--- src/rtl/layer_out_serializer.sv ---
// Layer output serializer: gathers one word per neuron as each neuron reports,
// then streams the complete frame one word per cycle, neuron 0 first, onto the
// next layer's shared input bus. A downstream hold stalls the stream. Any
// duplicate or out-of-phase valid pulse sets a sticky overflow flag.
module layer_out_serializer #(
  parameter int numNeurons = 30,
  parameter int dataWidth  = 16,
  parameter int cntWidth   = $clog2(numNeurons)
) (
  input  logic                             clk,
  input  logic                             rst,
  input  logic [numNeurons*dataWidth-1:0]  x_in,
  input  logic [numNeurons-1:0]            x_valid,
  input  logic                             hold,
  output logic [dataWidth-1:0]             data_out,
  output logic                             data_out_valid,
  output logic                             busy,
  output logic                             overflow,
  output logic                             frame_done
);

  typedef enum logic {COLLECT = 1'b0, SHIFT = 1'b1} state_t;

  state_t                state_reg, state_next;
  logic [numNeurons-1:0] mask_reg, mask_next, mask_upd, capture;
  logic [cntWidth-1:0]   counter_reg, counter_next;
  logic                  emit, last_word, violation;

  // Word buffer is deliberately left out of reset; the mask says what is valid.
  logic [dataWidth-1:0]  buffer [numNeurons];

  // Next-state logic: capture decode, mask update, counter advance.
  always_comb begin
    capture      = '0;
    violation    = 1'b0;
    state_next   = state_reg;
    mask_next    = mask_reg;
    counter_next = counter_reg;
    emit         = (state_reg == SHIFT) && !hold;
    last_word    = emit && (counter_reg == cntWidth'(numNeurons - 1));
    mask_upd     = mask_reg;
    case (state_reg)
      COLLECT: begin
        // Only first arrivals are captured; repeats are flagged instead.
        capture   = x_valid & ~mask_reg;
        violation = |(x_valid & mask_reg);
        mask_upd  = mask_reg | capture;
        // Mask is judged after this edge's captures, so the final words can
        // arrive on the very edge that launches the shift.
        if (&mask_upd) begin
          state_next   = SHIFT;
          mask_next    = '0;
          counter_next = '0;
        end else begin
          mask_next = mask_upd;
        end
      end
      SHIFT: begin
        // Nothing may report while the frame is draining; it is dropped.
        violation = |x_valid;
        if (emit) begin
          counter_next = counter_reg + cntWidth'(1);
          if (last_word) begin
            state_next = COLLECT;
          end
        end
      end
      default: state_next = COLLECT;
    endcase
  end

  // State, capture mask and shift counter registers.
  always_ff @(posedge clk or posedge rst) begin
    if (rst) begin
      state_reg   <= COLLECT;
      mask_reg    <= '0;
      counter_reg <= '0;
    end else begin
      state_reg   <= state_next;
      mask_reg    <= mask_next;
      counter_reg <= counter_next;
    end
  end

  // Capture each newly reporting neuron's word into its buffer slot.
  always_ff @(posedge clk) begin
    for (int i = 0; i < numNeurons; i++) begin
      if (capture[i]) begin
        buffer[i] <= x_in[i*dataWidth +: dataWidth];
      end
    end
  end

  // Registered outputs: serial word, strobes, busy and sticky overflow.
  always_ff @(posedge clk or posedge rst) begin
    if (rst) begin
      data_out       <= '0;
      data_out_valid <= 1'b0;
      frame_done     <= 1'b0;
      busy           <= 1'b0;
      overflow       <= 1'b0;
    end else begin
      data_out_valid <= emit;
      frame_done     <= last_word;
      busy           <= (state_next == SHIFT);
      if (emit) begin
        data_out <= buffer[counter_reg];
      end
      if (violation) begin
        overflow <= 1'b1;
      end
    end
  end

endmodule

--- config.mk ---
export PLATFORM = sky130hd
export DESIGN_NAME = layer_out_serializer
export DESIGN_NICKNAME = d
export VERILOG_FILES = /design/src/rtl/layer_out_serializer.sv
export SDC_FILE = /design/constraint.sdc
export NUM_CORES = 1
export LEC_CHECK = 0
export CAP_MARGIN = 30
export CORE_MARGIN = 2
export CORE_UTILIZATION = 45
export DETAILED_ROUTE_END_ITERATION = 6
export MAX_ROUTING_LAYER = met4
export PLACE_DENSITY = 0.79
export SLEW_MARGIN = 20
export SYNTH_ARGS = -nofsm -noshare
export SYNTH_HDL_FRONTEND = slang
export SYNTH_SLANG_ARGS = --single-unit
--- constraint.sdc ---
create_clock -name clk -period 3.35 [get_ports clk]
set_clock_uncertainty 0.2 [all_clocks]
set_input_delay 0.5025 -clock clk [delete_from_list [all_inputs] [get_ports clk]]
set_output_delay 0.5025 -clock clk [all_outputs]
set_load 0.02 [all_outputs]
# Word level (Yosys, flattened, before mapping)
# Memories as Yosys holds them, arrays and structs flattened. A register that Yosys moved wholly into a read port is not among the register bits.
# Index checks and enable logic that the tools add are counted.
# totals
regBits	39
mem_count	1
mem_bits_rw	480
inputBits	513
# classes
reduce_logical	7
addsub	1
bitwise_logic	5
n_eq_ne	3
n_mux	70
# memory_table
name	words	width	read_ports	rd_clocked_by_memory_dff	write_ports	line	rtl
buffer	30	16	1	1	30	30	logic [dataWidth-1:0] buffer [numNeurons];
# ops
cell	count
1-bit 2-to-1 mux	63
30-bit AND	2
30-bit 2-to-1 mux	2
30-bit OR reduction	2
30-bit inverter	1
30-bit OR	1
30-bit AND reduction	1
5-bit 2-to-1 mux	2
5-bit one-hot mux with 2 select lines	1
5-bit by 1-bit adder with 5-bit output (second input constant)	1
5-bit equality test (second input constant)	1
1-bit one-hot mux with 2 select lines	2
1-bit logical AND	2
2-bit by 1-bit != test with 1-bit output (second input constant)	1
2-bit != test (second input constant)	1
2-bit AND reduction	1
1-bit logical NOT	1
1-bit inverter	1

# Longest topological paths before layout
# Gate-level depths: netlist of run 1.
# logic_depth
depth_word	6
mapped_depth	9
ltp_nobuf	6

# Least setup slack after synthesis of run 1
# No wires, ideal clock.
# synth_timing
path_type	reg2reg
startpoint	register busy (netlist name)
endpoint	memory buffer[0][0], enable pin
required_ns	2.737
slack_ns	0.632
arrival_ns	2.105
setup_ns	0.413
stages_incl_launch_ff	4
path_cell_list	dfrtp_1 clkbuf_1 clkbuf_1 nor3b_1
# synth_lines
item	line
end, declared	30

==> impl_metrics.ini, run 1 <==
[setup_path]
cp.buffers_inverters = 2
max_stage_delay_ns = 1.03
critPathKind = reg2reg
arrival_ns = 3.40
crit_path_end_kind = flip-flop
reg2reg_slack_ns = 0.28
worstPathRequired_ns = 3.68
start_kind = flip-flop
cp_top_family = compound AO/OA/AOI/OAI gates
cp_max_fo = 30
path_cells = buf_4 > a2111oi_0 > a2111oi_0 > buf_4 > a221oi_1 > o21ai_1
crit_slowest_cell = a2111oi_0

[drt]
drt-vias-per-instance = 5.852
first_iter_violations = 1383
vias = 13717
wl_per_cell_um = 30.32
drc = 0
drt_wl_total_mm = 71.07
ant_nets = 0
drt_first_pass_iters = 6

[power]
p_per_area_mw_per_mm2 = 733.8
combPwrFrac = 0.300
p_seq_frac = 0.409
netSwitchingFraction = 0.3143
vdd_drop_max_uv = 418.8
clock_power_share = 0.291
p_int_uw = 14790
p_switching_uw = 6778
p_leak_uw = 0.009859

[synthesis]
yosys.area.top_type_share = 0.6834
synth_top_family_by_area = multiplexers
synth_cells = 1090
synthArstFlopShare = 0.1028
yosysWarnings = 0
yosys.area_share.simple = 0.04313
syn_nets = 1605
yosysTopAreaCell = edfxtp_1
synth_compound_gate_area_share = 0.04788
synth-edff-count = 480
synth-seq-cells = 535
synth-seq-area-share = 0.7487
syn_area_mm2 = 0.02109
ys_types = 42
synthFlopType = edfxtp_1
synth_area_leaders = edfxtp_1, mux4_2, dfrtp_1
muxShareOfSynthArea = 0.1407
synth_xor_area_frac = 0
yosys.area_share.adder = 0.001187
synth.avg_cell_area_um2 = 19.35

[placed_design]
dp_cells = 2239
io_buffers = 532
hpwl_mm = 52.54
gp_congestion = 0.9625

[timing]
whs_ns = 0.1951
tightestPinTransition_ns = 1.161
setup_viol = 0
slew_violations = 0
max_freq_ghz = 0.3257
slew_headroom = 0.2061
layout_min_cycle_time_ns = 3.070
fin_setup_tns_ns = 0
hold_viol = 0
finalCritPeriodShare = 0.9165
rsz0062_at_grt = false

[flow_run]
maxCapViolCount = 0

[layout]
final_cells = 2344
drive_above_1_share = 0.1698
final_cell_mix = clkdlybuf4s50_1, edfxtp_1, mux4_2
largest_reg_flops = 480
area_growth_pct = 39.36
layout_commonest_cell = clkdlybuf4s50_1
nNetsFinal = 2204

[global_route]
grt_pass1_wl_mm = 98.10
track_usage = 0.2984
grt-ovfl-total = 0
grt_pass1_vias = 14258
antenna_found_initial = 6
grt_start_max_net_pins = 44

[floorplan]
design.die.area_mm2 = 0.04862
fp.dieH_um = 220.5
num_rows = 79
core_area_mm2 = 0.04636
io_pins = 533
initial_core_util = 0.4549
die_w_um = 220.5

[clock_network]
cts_made_buffers = 55
cts_max_level = 2
cts_sinks = 535
cts_root_buf = clkbuf_16
post_cts_buffers = 0
clk_latency_ns = 0.60
ctsLongestPathBuffers = 3
ctsHoldBuffers = 0
tritoncts = built
path_clk_slew_ns = 0.07
cts_resized = 0

[min_path]
min_path_type = in2async

[status]
status = completed
-- final timing paths --
kind / depth (start not counted) / to / startpoint
setup / recovery: 6 / data_out[7] / counter_reg[0]
max in group asynchronous: 3 / data_out[3] / rst
setup reg to reg: 6 / data_out[7] / counter_reg[0]
hold / removal: 2 / mask_reg[23] / rst
min in group clk: 1 / buffer[25][1] / x_in[401]
hold reg to reg: 1 / overflow / overflow
-- power by group through the flow --
stage / clock, uW / sequential (uW) / combinational (uW)
after global placement: 0 / 8940 / 6440
final: 6280 / 8820 / 6460
after CTS: 6360 / 8830 / 6520
after detailed placement: 0 / 8960 / 6490
after floorplan: 0 / 8560 / 3830
after global routing: 6610 / 8900 / 6860
-- Yosys cell counts, types with 11 or more instances --
cell type	instances
a21oi_1	38
a221oi_1	14
a22oi_1	11
buf_2	15
buf_6	11
clkbuf_1	21
dfrtp_1	55
edfxtp_1	480
mux2_2	24
mux2i_1	20
mux4_1	17
mux4_2	91
nand2_1	56
nor2_1	45
nor3b_1	31
nor4_1	14
o21ai_0	15
o21ai_1	12
o22ai_1	29
-- logic make-up (layout without fill, tap and decap cells) --
family | after synthesis | after routing
fa+ha+maj | 2 | 2
mux | 152 | 152
other cells | 0 | 6
buf+inv | 64 | 705
simple gates | 182 | 182
compound gates | 155 | 155
flops | 535 | 535
-- through the flow --
stage	total power [uW]	util	cell area, um^2	setup slack, ns
final	21570	0.6340	29390	0.2797
after detailed placement	15450	0.5942	27550	0.3094
after global routing	22380	0.6340	29390	0.2420
after floorplan	12390	-	21090	0.6323
after global placement	15370	0.5942	27550	0.3780
after CTS	21710	0.6337	29380	0.2894
-- final cells by class --
type | instances | area (um^2)
Tap cell | 607 | 759.5
Timing Repair Buffer | 597 | 5888
Multi-Input combinational cell | 491 | 5061
Fill cell | 3243 | 16970
Inverter | 9 | 33.78
Clock buffer | 70 | 1463
Sequential cell | 535 | 15800
Antenna cell | 6 | 15.01
Clock inverter | 29 | 369.1
-- layer usage --
layer	vias to the layer above	GRT usage	wire length (um)	part of all wire
li1	5723	-	-	-
met5	-	-	0	0
met1	7086	0.3903	27370	0.39
met4	0	0.08733	2010	0.028
met3	121	0.05993	6546	0.092
met2	787	0.4778	35140	0.49
(Power assumes the default switching activity.)
==> run 2: changes to the inputs <==
--- a/config.mk
+++ b/config.mk
@@ -6,6 +6,7 @@
 export NUM_CORES = 1
 export LEC_CHECK = 0
 export CAP_MARGIN = 30
+export CORE_ASPECT_RATIO = 0.9
 export CORE_MARGIN = 2
 export CORE_UTILIZATION = 45
 export DETAILED_ROUTE_END_ITERATION = 6
==> run 2 against run 1 <==
Fmax up 11%. Final cell count rose by 0.64%. Critical path type unchanged. Register-to-register slack gained 0.31 ns.
==> impl_metrics.ini, run 2 (same netlist as run 1, synthesis figures left out) <==
[global_route]
antenna_found_initial = 13
grt_pass1_wl_mm = 96.96
track_usage = 0.2928
grt_start_max_net_pins = 41
grt-ovfl-total = 0
grt_pass1_vias = 14318

[setup_path]
crit_path_end_kind = flip-flop
start_kind = flip-flop
worstPathRequired_ns = 3.67
critPathKind = reg2reg
cp_max_fo = 14
arrival_ns = 3.09

[timing]
whs_ns = 0.06926
fin_setup_tns_ns = 0
rsz0062_at_grt = false
layout_min_cycle_time_ns = 2.764
finalCritPeriodShare = 0.8252
setup_viol = 0
slew_violations = 0
max_freq_ghz = 0.3618
tightestPinTransition_ns = 0.9735
hold_viol = 0
setup_slack_ns = 0.5857
slew_headroom = 0.3342

[layout]
multi_input_area_mm2 = 0.005061
final_cell_mix = clkdlybuf4s50_1, edfxtp_1, mux4_2
drive_above_1_share = 0.1705
largest_reg_flops = 480
area_growth_pct = 39.08
fillers = 3337
final_cells = 2359
layout_commonest_cell = clkdlybuf4s50_1
nNetsFinal = 2202
final-seq-area_mm2 = 0.01580

[drt]
vias = 13401
ant_nets = 0
first_iter_violations = 1281
wl_per_cell_um = 29.31
drc = 0
drt_first_pass_iters = 5
drt_wl_total_mm = 69.14
drt-vias-per-instance = 5.681

[floorplan]
io_pins = 533
die_w_um = 232.2
core_area_mm2 = 0.04645
initial_core_util = 0.4540
fp.dieH_um = 209.4
design.die.area_mm2 = 0.04862
num_rows = 75

[flow_run]
maxCapViolCount = 0

[placed_design]
io_buffers = 532
hpwl_mm = 52.05
gp_congestion = 0.9658
pre_cts_ws_ns = 0.4948
dp_cells = 2248

[clock_network]
cts_made_buffers = 53
cts_max_level = 2
tritoncts = built
clk_latency_ns = 0.61
cts_root_buf = clkbuf_16
path_clk_slew_ns = 0.06
ctsHoldBuffers = 0
cts_sinks = 535
cts_resized = 0
ctsLongestPathBuffers = 3
post_cts_buffers = 0

[min_path]
min_path_type = in2async

[power]
p_leak_uw = 0.009803
p_total_uw = 21130
p_per_area_mw_per_mm2 = 720.4
vdd_drop_max_uv = 438.4

[status]
status = completed
-- run 2: final cells by class --
type,count,share of cell area
Sequential cell,535,0.5388
Multi-Input combinational cell,491,0.1725
Antenna cell,13,0.001109
Clock buffer,70,0.04987
Tap cell,616,0.02628
Timing Repair Buffer,597,0.2007
Inverter,9,0.001152
Clock inverter,28,0.009555
-- run 2: worst paths after layout --
kind                                  end  slack [ns]           start  depth (start not counted)
setup / recovery             data_out[13]        0.59  counter_reg[0]                          6
hold / removal             counter_reg[2]        0.07             rst                          2
setup reg to reg             data_out[13]        0.59  counter_reg[0]                          6
hold reg to reg                  overflow        0.34        overflow                          1
max in group asynchronous            busy        2.16             rst                          3
min in group clk            buffer[17][7]        0.25       x_in[279]                          1
-- run 2: per-stage QoR --
step,area (um^2),util
4_1_cts,29300,0.6308
3_5_place_dp,27560,0.5932
2_1_floorplan,21090,-
6_report,29330,0.6315
5_1_grt,29330,0.6315
3_3_place_gp,27560,0.5932
-- run 2: per-layer routing --
layer  wire (um)  vias up  track usage
li1            -     5725            -
met1       25900     6742       0.3616
met2       33140      786       0.4581
met3        7195      148      0.08030
met4        2911        0       0.1218
met5           0        -            -
-- run 2: power breakdown --
group          switching [uW]  internal [uW]
sequential                786           8010
combinational            3390           2960
clock                    2520           3460
total                    6710          14400
-- run 2: worst max-delay path, cell delays in order (launching register included) --
cell,delay (ns)
dfrtp_4,0.57
buf_4,0.26
mux4_1,0.42
inv_1,0.06
a2111oi_0,0.87
a221oi_1,0.12
o21ai_1,0.17
==> run 3: changes to the inputs <==
==> constraint.sdc (replaced) <==
create_clock -name clk -period 2.72 [get_ports clk]
set_clock_uncertainty 0.2 [all_clocks]
set_input_delay 0.408 -clock clk [delete_from_list [all_inputs] [get_ports clk]]
set_output_delay 0.408 -clock clk [all_outputs]
set_load 0.02 [all_outputs]
==> run 3 against run 2 <==
Register-to-register slack worse by 0.40 ns. The run now ends with DRC left. Worst setup slack got worse by 0.40 ns. Fmax grew 9.0%. Highest routed layer unchanged. Combinational power increased by 32%. Critical path depth up 1. Clock-buffer cell count decreased by 5. First-iteration DRC count down 9.5%. Via count grew 1.9%. Critical endpoint is now data_out[15].
==> impl_metrics.ini, run 3 (same netlist as run 1, synthesis figures left out) <==
[status]
status = finished with violations
violations = DRC

[floorplan]
io_pins = 533
design.die.area_mm2 = 0.04862
initial_core_util = 0.4540
core_area_mm2 = 0.04645
die_w_um = 232.2
fp.dieH_um = 209.4
num_rows = 75

[timing]
slew_headroom = 0.4837
whs_ns = 0.1578
setup_viol = 0
slew_violations = 0
fin_setup_tns_ns = 0
max_freq_ghz = 0.3945
setup_slack_ns = 0.1850
rsz0062_at_grt = false
finalCritPeriodShare = 0.9320
tightestPinTransition_ns = 0.7717
layout_min_cycle_time_ns = 2.535
hold_viol = 0

[layout]
final_core_util = 0.6377
fillers = 3240
multi_input_area_mm2 = 0.005061
final-seq-area_mm2 = 0.01580
area_growth_pct = 40.46
nNetsFinal = 2237
layout_commonest_cell = clkdlybuf4s50_1
largest_reg_flops = 480
final_cells = 2384
final_cell_mix = clkdlybuf4s50_1, edfxtp_1, mux4_2
drive_above_1_share = 0.1857

[clock_network]
cts_root_buf = clkbuf_16
cts_made_buffers = 54
ctsLongestPathBuffers = 3
cts_sinks = 535
cts_max_level = 2
cts_resized = 0
path_clk_slew_ns = 0.06
post_cts_buffers = 0
clk_latency_ns = 0.60
ctsHoldBuffers = 1
tritoncts = built

[power]
p_per_area_mw_per_mm2 = 891.4
clock_power_share = 0.280
netSwitchingFraction = 0.3161
p_seq_frac = 0.403
combPwrFrac = 0.317
p_switching_uw = 8346
vdd_drop_max_uv = 591.6
p_int_uw = 18060
p_leak_uw = 0.01000

[global_route]
track_usage = 0.2923
grt-ovfl-total = 0
grt_start_max_net_pins = 38
antenna_found_initial = 6
grt_pass1_wl_mm = 97.59
grt_pass1_vias = 14365

[placed_design]
io_buffers = 532
gp_congestion = 0.9830
pre_cts_ws_ns = 0.1241
hpwl_mm = 52.32
dp_cells = 2281

[min_path]
min_path_type = in2reg
holdPathStages = 1

[drt]
drt_first_pass_iters = 7
drt-vias-per-instance = 5.727
vias = 13654
drc = 2
first_iter_violations = 1159
drt_wl_total_mm = 68.95
ant_nets = 0
wl_per_cell_um = 28.92

[setup_path]
crit_path_end_kind = flip-flop
start_kind = flip-flop
reg2reg_depth = 7
arrival_ns = 2.81
critPathKind = reg2reg
worstPathRequired_ns = 2.99
cp_max_fo = 26

[flow_run]
maxCapViolCount = 0
## run 3: cell count changes in the layout (fill, tap and decap cells not counted), moves of 2 or more
| cell | delta |
|---|---|
| buf_12 | +4 |
| buf_4 | +29 |
| clkbuf_1 | -4 |
| clkbuf_16 | +2 |
| clkbuf_8 | -3 |
| clkinv_1 | +2 |
| clkinv_2 | +2 |
| clkinvlp_4 | -4 |
| diode_2 | -6 |
## run 3: stage by stage
step,cell area (um^2),power (uW)
6_report,29620,26410
3_3_place_gp,27850,19100
3_5_place_dp,27850,19210
5_1_grt,29620,27400
4_1_cts,29610,26590
2_1_floorplan,21090,15260
## run 3: power by group through the flow
stage          registers (uW)  clock network, uW  logic (uW)
2_1_floorplan           10500                  0        4710
3_3_place_gp            10800                  0        8340
3_5_place_dp            10800                  0        8410
4_1_cts                 10600               7510        8450
5_1_grt                 10700               7830        8860
6_report                10600               7400        8360
## run 3: worst max-delay path, stage by stage, from the launching register on
cell     delay (ns)
dfrtp_4        0.54
buf_12         0.24
buf_4          0.23
mux4_2         0.52
mux2i_1        0.37
nor2_1         0.08
a21oi_1        0.13
o21ai_1        0.07
## run 3: routing by layer
metal	GRT usage	share of wire
met2	0.4712	0.50
met3	0.05571	0.083
met5	-	0
met1	0.3778	0.39
met4	0.09195	0.029
## run 3: worst paths after layout
kind / startpoint / to / slack, ns
max: counter_reg[0] / data_out[15] / 0.18
min: x_in[158] / buffer[9][14] / 0.16
max reg2reg: counter_reg[0] / data_out[15] / 0.18
min reg2reg: overflow / overflow / 0.31
max in group asynchronous: rst / mask_reg[20] / 1.18
min in group asynchronous: rst / data_out[8] / 0.57
## run 3: cell type report
class | count | share of cell area
multi-input cells | 491 | 0.1708
diodes | 7 | 0.0005913
clock buffers | 65 | 0.04916
flip-flops and latches | 535 | 0.5335
well taps | 616 | 0.02602
inverters | 9 | 0.001140
repair buffers | 631 | 0.2092
clock inverters | 30 | 0.009630
